<file path="config.mk">
export PLATFORM = sky130hd
export DESIGN_NAME = eth_link_failover
export DESIGN_NICKNAME = d
export VERILOG_FILES = /design/src/rtl/eth_link_failover.sv
export SDC_FILE = /design/constraint.sdc
export NUM_CORES = 1
export LEC_CHECK = 0
export ABC_AREA = 1
export ABC_CLOCK_PERIOD_IN_PS = 1500
export CORE_ASPECT_RATIO = 0.75
export CORE_UTILIZATION = 50
export CTS_CLUSTER_DIAMETER = 150
export DETAILED_ROUTE_END_ITERATION = 16
export MAX_ROUTING_LAYER = met4
export PLACE_DENSITY = 0.74
export RECOVER_POWER = 25
export SYNTH_ARGS = -nofsm -noshare
export SYNTH_HDL_FRONTEND = slang
export SYNTH_SLANG_ARGS = --single-unit
</file>
<file path="constraint.sdc">
create_clock -name clk -period 1.5 [get_ports clk]
set_clock_uncertainty 0.1 [all_clocks]
set_input_delay 0.3 -clock clk [delete_from_list [all_inputs] [get_ports clk]]
set_output_delay 0.3 -clock clk [all_outputs]
set_load 0.03 [all_outputs]
</file>
<file path="src/rtl/eth_link_failover.sv">
// eth_link_failover: picks one of N_PORTS PHY links for the RMII/MII data mux.
// Raw link pins are synchronised and debounced. A small FSM then chooses the
// port, with sticky or revertive failover, a post-switch guard time and a
// manual override. All outputs are registered.
module eth_link_failover #(
  parameter int N_PORTS         = 2,
  parameter int DEBOUNCE_CYCLES = 8,
  parameter int GUARD_CYCLES    = 16,
  parameter int REVERTIVE       = 0,
  parameter int DEFAULT_PORT    = 0,
  localparam int SEL_W          = $clog2(N_PORTS)
) (
  input  logic               clk,
  input  logic               rst,
  input  logic [N_PORTS-1:0] link_in,
  input  logic               force_en,
  input  logic [SEL_W-1:0]   force_sel,
  output logic [SEL_W-1:0]   sel,
  output logic               sel_valid,
  output logic               led,
  output logic               switch_pulse,
  output logic [N_PORTS-1:0] link_ok
);

  localparam int DW = $clog2(DEBOUNCE_CYCLES + 1);
  localparam int GW = $clog2(GUARD_CYCLES + 1);
  localparam logic [DW-1:0]    D_LAST  = DW'(DEBOUNCE_CYCLES - 1);
  localparam logic [GW-1:0]    G_LAST  = GW'(GUARD_CYCLES - 1);
  localparam logic [SEL_W:0]   N_LIM   = (SEL_W + 1)'(N_PORTS);
  localparam logic [SEL_W-1:0] DEF_SEL = SEL_W'(DEFAULT_PORT);

  // NO_LINK: nothing usable; ACTIVE: normal; GUARD: just switched, no reverting
  typedef enum logic [1:0] {NO_LINK, ACTIVE, GUARD} state_t;

  state_t             state;
  logic [N_PORTS-1:0] sync1;
  logic [N_PORTS-1:0] sync2;
  logic [DW-1:0]      db_cnt [N_PORTS];
  logic [GW-1:0]      guard_cnt;
  logic [SEL_W-1:0]   best;
  logic               sel_ok;
  logic               force_ok;
  logic               any_ok;
  logic               force_act;

  // Two-flop synchroniser for the asynchronous link pins
  always_ff @(posedge clk or posedge rst) begin
    if (rst) begin
      sync1 <= '0;
      sync2 <= '0;
    end else begin
      sync1 <= link_in;
      sync2 <= sync1;
    end
  end

  // Per-port debounce: the state flips only after DEBOUNCE_CYCLES disagreeing clocks in a row
  always_ff @(posedge clk or posedge rst) begin
    if (rst) begin
      link_ok <= '0;
      for (int i = 0; i < N_PORTS; i++) db_cnt[i] <= '0;
    end else begin
      for (int i = 0; i < N_PORTS; i++) begin
        if (sync2[i] == link_ok[i]) begin
          db_cnt[i] <= '0;
        end else if (db_cnt[i] == D_LAST) begin
          db_cnt[i]  <= '0;
          link_ok[i] <= ~link_ok[i];
        end else begin
          db_cnt[i] <= db_cnt[i] + 1'b1;
        end
      end
    end
  end

  // Lowest healthy port, plus link state of the current and the forced port
  always_comb begin
    best     = '0;
    sel_ok   = 1'b0;
    force_ok = 1'b0;
    for (int i = N_PORTS - 1; i >= 0; i--) begin
      if (link_ok[i]) best = SEL_W'(i);
      if (sel == SEL_W'(i)) sel_ok = link_ok[i];
      if (force_sel == SEL_W'(i)) force_ok = link_ok[i];
    end
  end

  assign any_ok    = |link_ok;
  // An out-of-range manual choice is ignored rather than selecting a phantom port
  assign force_act = force_en && ({1'b0, force_sel} < N_LIM);

  // Selection FSM with registered sel / sel_valid / led / switch_pulse
  always_ff @(posedge clk or posedge rst) begin
    if (rst) begin
      state        <= NO_LINK;
      sel          <= DEF_SEL;
      sel_valid    <= 1'b0;
      led          <= 1'b0;
      switch_pulse <= 1'b0;
      guard_cnt    <= '0;
    end else begin
      switch_pulse <= 1'b0;
      if (force_act) begin
        // Override wins; leaving it resumes from this sel without a guard
        sel          <= force_sel;
        switch_pulse <= (force_sel != sel);
        sel_valid    <= force_ok;
        led          <= force_ok;
        guard_cnt    <= '0;
        state        <= force_ok ? ACTIVE : NO_LINK;
      end else begin
        case (state)
          NO_LINK: begin
            if (any_ok) begin
              sel       <= best;
              sel_valid <= 1'b1;
              led       <= 1'b1;
              if (best != sel) begin
                switch_pulse <= 1'b1;
                guard_cnt    <= '0;
                state        <= GUARD;
              end else begin
                state <= ACTIVE;
              end
            end else begin
              sel_valid <= 1'b0;
              led       <= 1'b0;
            end
          end
          default: begin
            // ACTIVE and GUARD share the loss-of-link failover
            if (!sel_ok) begin
              if (any_ok) begin
                sel          <= best;
                switch_pulse <= 1'b1;
                sel_valid    <= 1'b1;
                led          <= 1'b1;
                guard_cnt    <= '0;
                state        <= GUARD;
              end else begin
                sel_valid <= 1'b0;
                led       <= 1'b0;
                state     <= NO_LINK;
              end
            end else if (state == ACTIVE) begin
              sel_valid <= 1'b1;
              led       <= 1'b1;
              if ((REVERTIVE != 0) && (best < sel)) begin
                sel          <= best;
                switch_pulse <= 1'b1;
                guard_cnt    <= '0;
                state        <= GUARD;
              end
            end else begin
              sel_valid <= 1'b1;
              led       <= 1'b1;
              if (guard_cnt == G_LAST) begin
                state <= ACTIVE;
              end else begin
                guard_cnt <= guard_cnt + 1'b1;
              end
            end
          end
        endcase
      end
    end
  end

endmodule

</file>
==> parameters.txt <==
Parameter                              Value

Run status
  Result of the run ... complete, but fails checks
  Failing checks ... setup timing

STA
  Actual slew at the worst max-slew pin ... a little under 0.6 ns
  RSZ-0062 raised after global routing ... yes
  Number of setup violations in the final report ... 5
  Max Freq ... about 640 MHz
  Worst max-slew margin expressed relative to the limit ... about three fifths
  Final critical path time including I/O delays and setup ... approximately 1.6 ns
  Final worst-path setup slack ... -0.0610 ns
  Final period utilization ... 104%
  Final count of pins violating max slew ... 0
  Total count of hold-check failures in the final report ... 0

CTS
  Clock root cell ... clkbuf_4
  Clock sink total ... 24
  Clock-pin slew on the worst setup and hold paths ... 0.13 ns
  Clock latency on the worst-skew pair ... a little over 0.3 ns
  Clock tree from TritonCTS ... done
  Depth of the CTS H-tree ... 1
  Inserted Clock Buffers ... 3
  Longest Clk Path Bufs ... 2
  Number of buffers inserted by hold repair at cts ... 0

Worst setup path
  Element type at the critical path start ... flip-flop
  Worst-path fanout max ... 5
  Reg2reg start ... guard_cnt[1]$_DFFE_PP0P_
  Setup slack, reg-to-reg ... -0.06 ns
  CP Data Arrival Time ... ~1.7 ns
  RR Endpoint ... state[0]$_DFFE_PP0P_
  WS Path Type ... flip-flop to flip-flop
  Kind of end point of the critical path ... flip-flop
  Worst EP required ... around 1.6 ns
  Worst-case reg-to-reg path depth ... 10
  Critical path startpoint ... guard_cnt[1]$_DFFE_PP0P_

Min path
  Endpoint, Worst Hold ... sync2[0]$_DFF_PP0_
  Hold Path Cell Cnt ... 0
  Hold WC Path Type ... flip-flop to flip-flop
  Launch point of the worst hold path ... sync1[0]$_DFF_PP0_

Layout
  Share of the core filled with cells in the final layout ... just under 70%
  Total of fill cells in the finished design ... 188
  Proportion of layout cells with a drive suffix above 1 ... 31.3%
  Relative area change from synthesis to final layout ... 26.7%
  Number of inserted diodes ... 0
  Net count reported at finish ... roughly 170
  Fin cells ... approximately 200

Drt
  Violation count after the first detailed-route iteration ... 64
  Total routed wirelength ... ~2500 um
  Detail-routed net length per standard cell ... roughly 13 um
  Vias after detailed routing ... a little over 1000
  Number of vias per cell after detailed routing ... roughly 5
  ANT nets after route ... 0
  Number of search-and-repair iterations in the first detailed-routing pass ... 4
  Post-route DRC violation count ... 0

Global routing
  Met2 Usage GRT ... between 30% and 40%
  Met3 demand-to-capacity share in global routing ... under 10%
  GRT met1 Usage ... 27.6%
  Wire length of the first global-routing pass ... approximately 4200 um
  Number of antenna violations at the first check in global routing ... 0
  Most congested layer reported by global routing ... met2
  Total overflow reported by the global router ... 0
  Overall fraction of global-route tracks in use ... about 22%
  Maximum number of pins on one net before global-route repair ... 25
  Vias in the first global route ... between 900 and 1000

Logic synthesis
  Seq cells post-synth ... 24
  Synth Area in XOR/XNOR ... roughly 4.9%
  Largest family of logic cells by synthesized area ... simple AND/OR/NAND/NOR gates
  Fraction of the mapped netlist area in simple logic gates ... between 30% and 40%
  Cells after synthesis ... around 140
  Number of distinct library cells after synthesis ... 25
  Mux cell area share after synthesis ... 0%
  Complex-gate fraction of the synthesized area ... under 10%
  Syn avg cell area ... 9.22 um2
  Portion of the post-synthesis area used by sequential elements ... 48.2%
  Synth area leader ... dfrtp_1
  Area share of the largest cell type after synthesis ... 48.2%
  Net Count, Synth ... approximately 150
  Top post-synthesis cells by area ... dfrtp_1 (48%), nand2_1 (8.1%), ha_1 (4.0%)
  Total number of yosys warnings ... 0
  Synthesized-area fraction occupied by adder cells ... 4.02%
  Netlist Area Pre-Place ... 1240 um2

Floorplan
  Floorplan die width ... a little under 60 um
  Vertical die dimension ... about 45 um
  DIE AREA ... ~2700 um2
  Core ar. ... around 2300 um2
  FP Rows ... 15
  I/O pin cnt ... 12
  Starting Density ... 53.5%

Power and ir drop
  Static power due to leakage ... 0.784 nW
  Power per standard cell area ... between 1500 and 2000 nW/um2
  VDD IR max ... ~700 uV
  Total Power Consumption ... between 2 and 2.5 mW

Placement
  Port-buffer cells ... 11
  Worst setup timing slack at the placement stage ... -0.247 ns
  Post-Place Cells ... 187
  Hpwl dp ... around 1800 um
  Routability congestion estimate from global placement ... 0.822

Job
  Max-cap check violation count ... 0
-- how the worst max path moves through the flow --
stage | slack (ns) | endpoint
finish | -0.06 | state[0]$_DFFE_PP0P_
floorplan | 0.008 | state[0]$_DFFE_PP0P_
global route | -0.12 | state[0]$_DFFE_PP0P_
detailed placement | -0.25 | guard_cnt[4]$_DFFE_PP0P_
global placement | -0.17 | guard_cnt[1]$_DFFE_PP0P_
CTS | -0.07 | state[0]$_DFFE_PP0P_
-- through the flow --
step                      setup TNS [ns]  hold WS, ns  instance area (um2)
final                             -0.139        0.269                 1580
after global routing              -0.602        0.287                 1580
after CTS                         -0.104        0.218                 1520
after detailed placement           -1.62        0.243                 1450
after global placement             -1.15        0.234                 1450
after floorplan                        0        0.215                 1250
-- report_power, final --
group	total, mW	leakage, nW	switching [mW]	internal, mW
logic	1.17	0.450	0.727	0.445
registers	0.955	0.313	0.163	0.792
clock network	0.339	0.0210	0.190	0.148
-- registers in the layout, summed over array words and instances (netlist names), 2 cells and up --
register   flops
sync2          2
link_ok        2
guard_cnt      5
db_cnt         8
state          2
sync1          2
-- critical path: stages (launching register included) --
cell     delay (ns)
dfrtp_1        0.41
ha_2           0.21
nand2_2        0.08
nor2_2         0.05
ha_4           0.17
nor2_4         0.07
nand3_2        0.10
nand3_4        0.11
inv_2          0.05
nand2_1        0.06
nand2_1        0.05
-- Yosys cell counts, drive strengths merged --
library cell / n
nand3: 13
dfrtp: 24
buf: 1
inv: 17
nor2: 17
or2: 1
nand3b: 2
xnor2: 4
o31ai: 1
o21ai: 6
xor2: 3
a21oi: 6
nand4: 5
ha: 4
nand2: 31
-- final cells by class --
type,count,area (um2),share of cell area (%)
flip-flops and latches,24,601,38.1
clock buffers,4,36.3,2.30
inverters,17,66.3,4.20
repair buffers,25,213,13.5
multi-input cells,93,619,39.3
well taps,34,42.5,2.70
-- kinds of logic after synthesis --
| group | after synthesis |
|---|---|
| DFF | 24 |
| AOI/OAI and AO/OA | 13 |
| xor gates and xnor gates | 7 |
| adders and majority gates | 4 |
| buffers and inverters | 18 |
| and+or+nand+nor | 69 |
-- timing repair --
item | CTS | global route
resized for setup | 7 | 10
endpoints found under the setup margin | 11 | 11
buffers inserted | 3 | 3
pin swaps | 5 | 3
-- cells in the final DEF (no fill, tap or decap), drive strengths merged, types with 5 or more instances in the layout --
cell type  instances
a21oi              6
buf               16
clkbuf             5
dfrtp             24
inv               17
nand2             31
nand3             13
nand4              5
nor2              17
o21ai              6
-- per-layer routing --
layer | wire (um) | part of all wire (%) | vias to the layer above
met5 | 0 | 0 | -
met3 | 123 | 4.9 | 2
li1 | - | - | 497
met4 | 14 | 0.56 | 0
met2 | 1250 | 50 | 27
met1 | 1110 | 44 | 480
No activity file was read; power rests on OpenSTA's default activity.
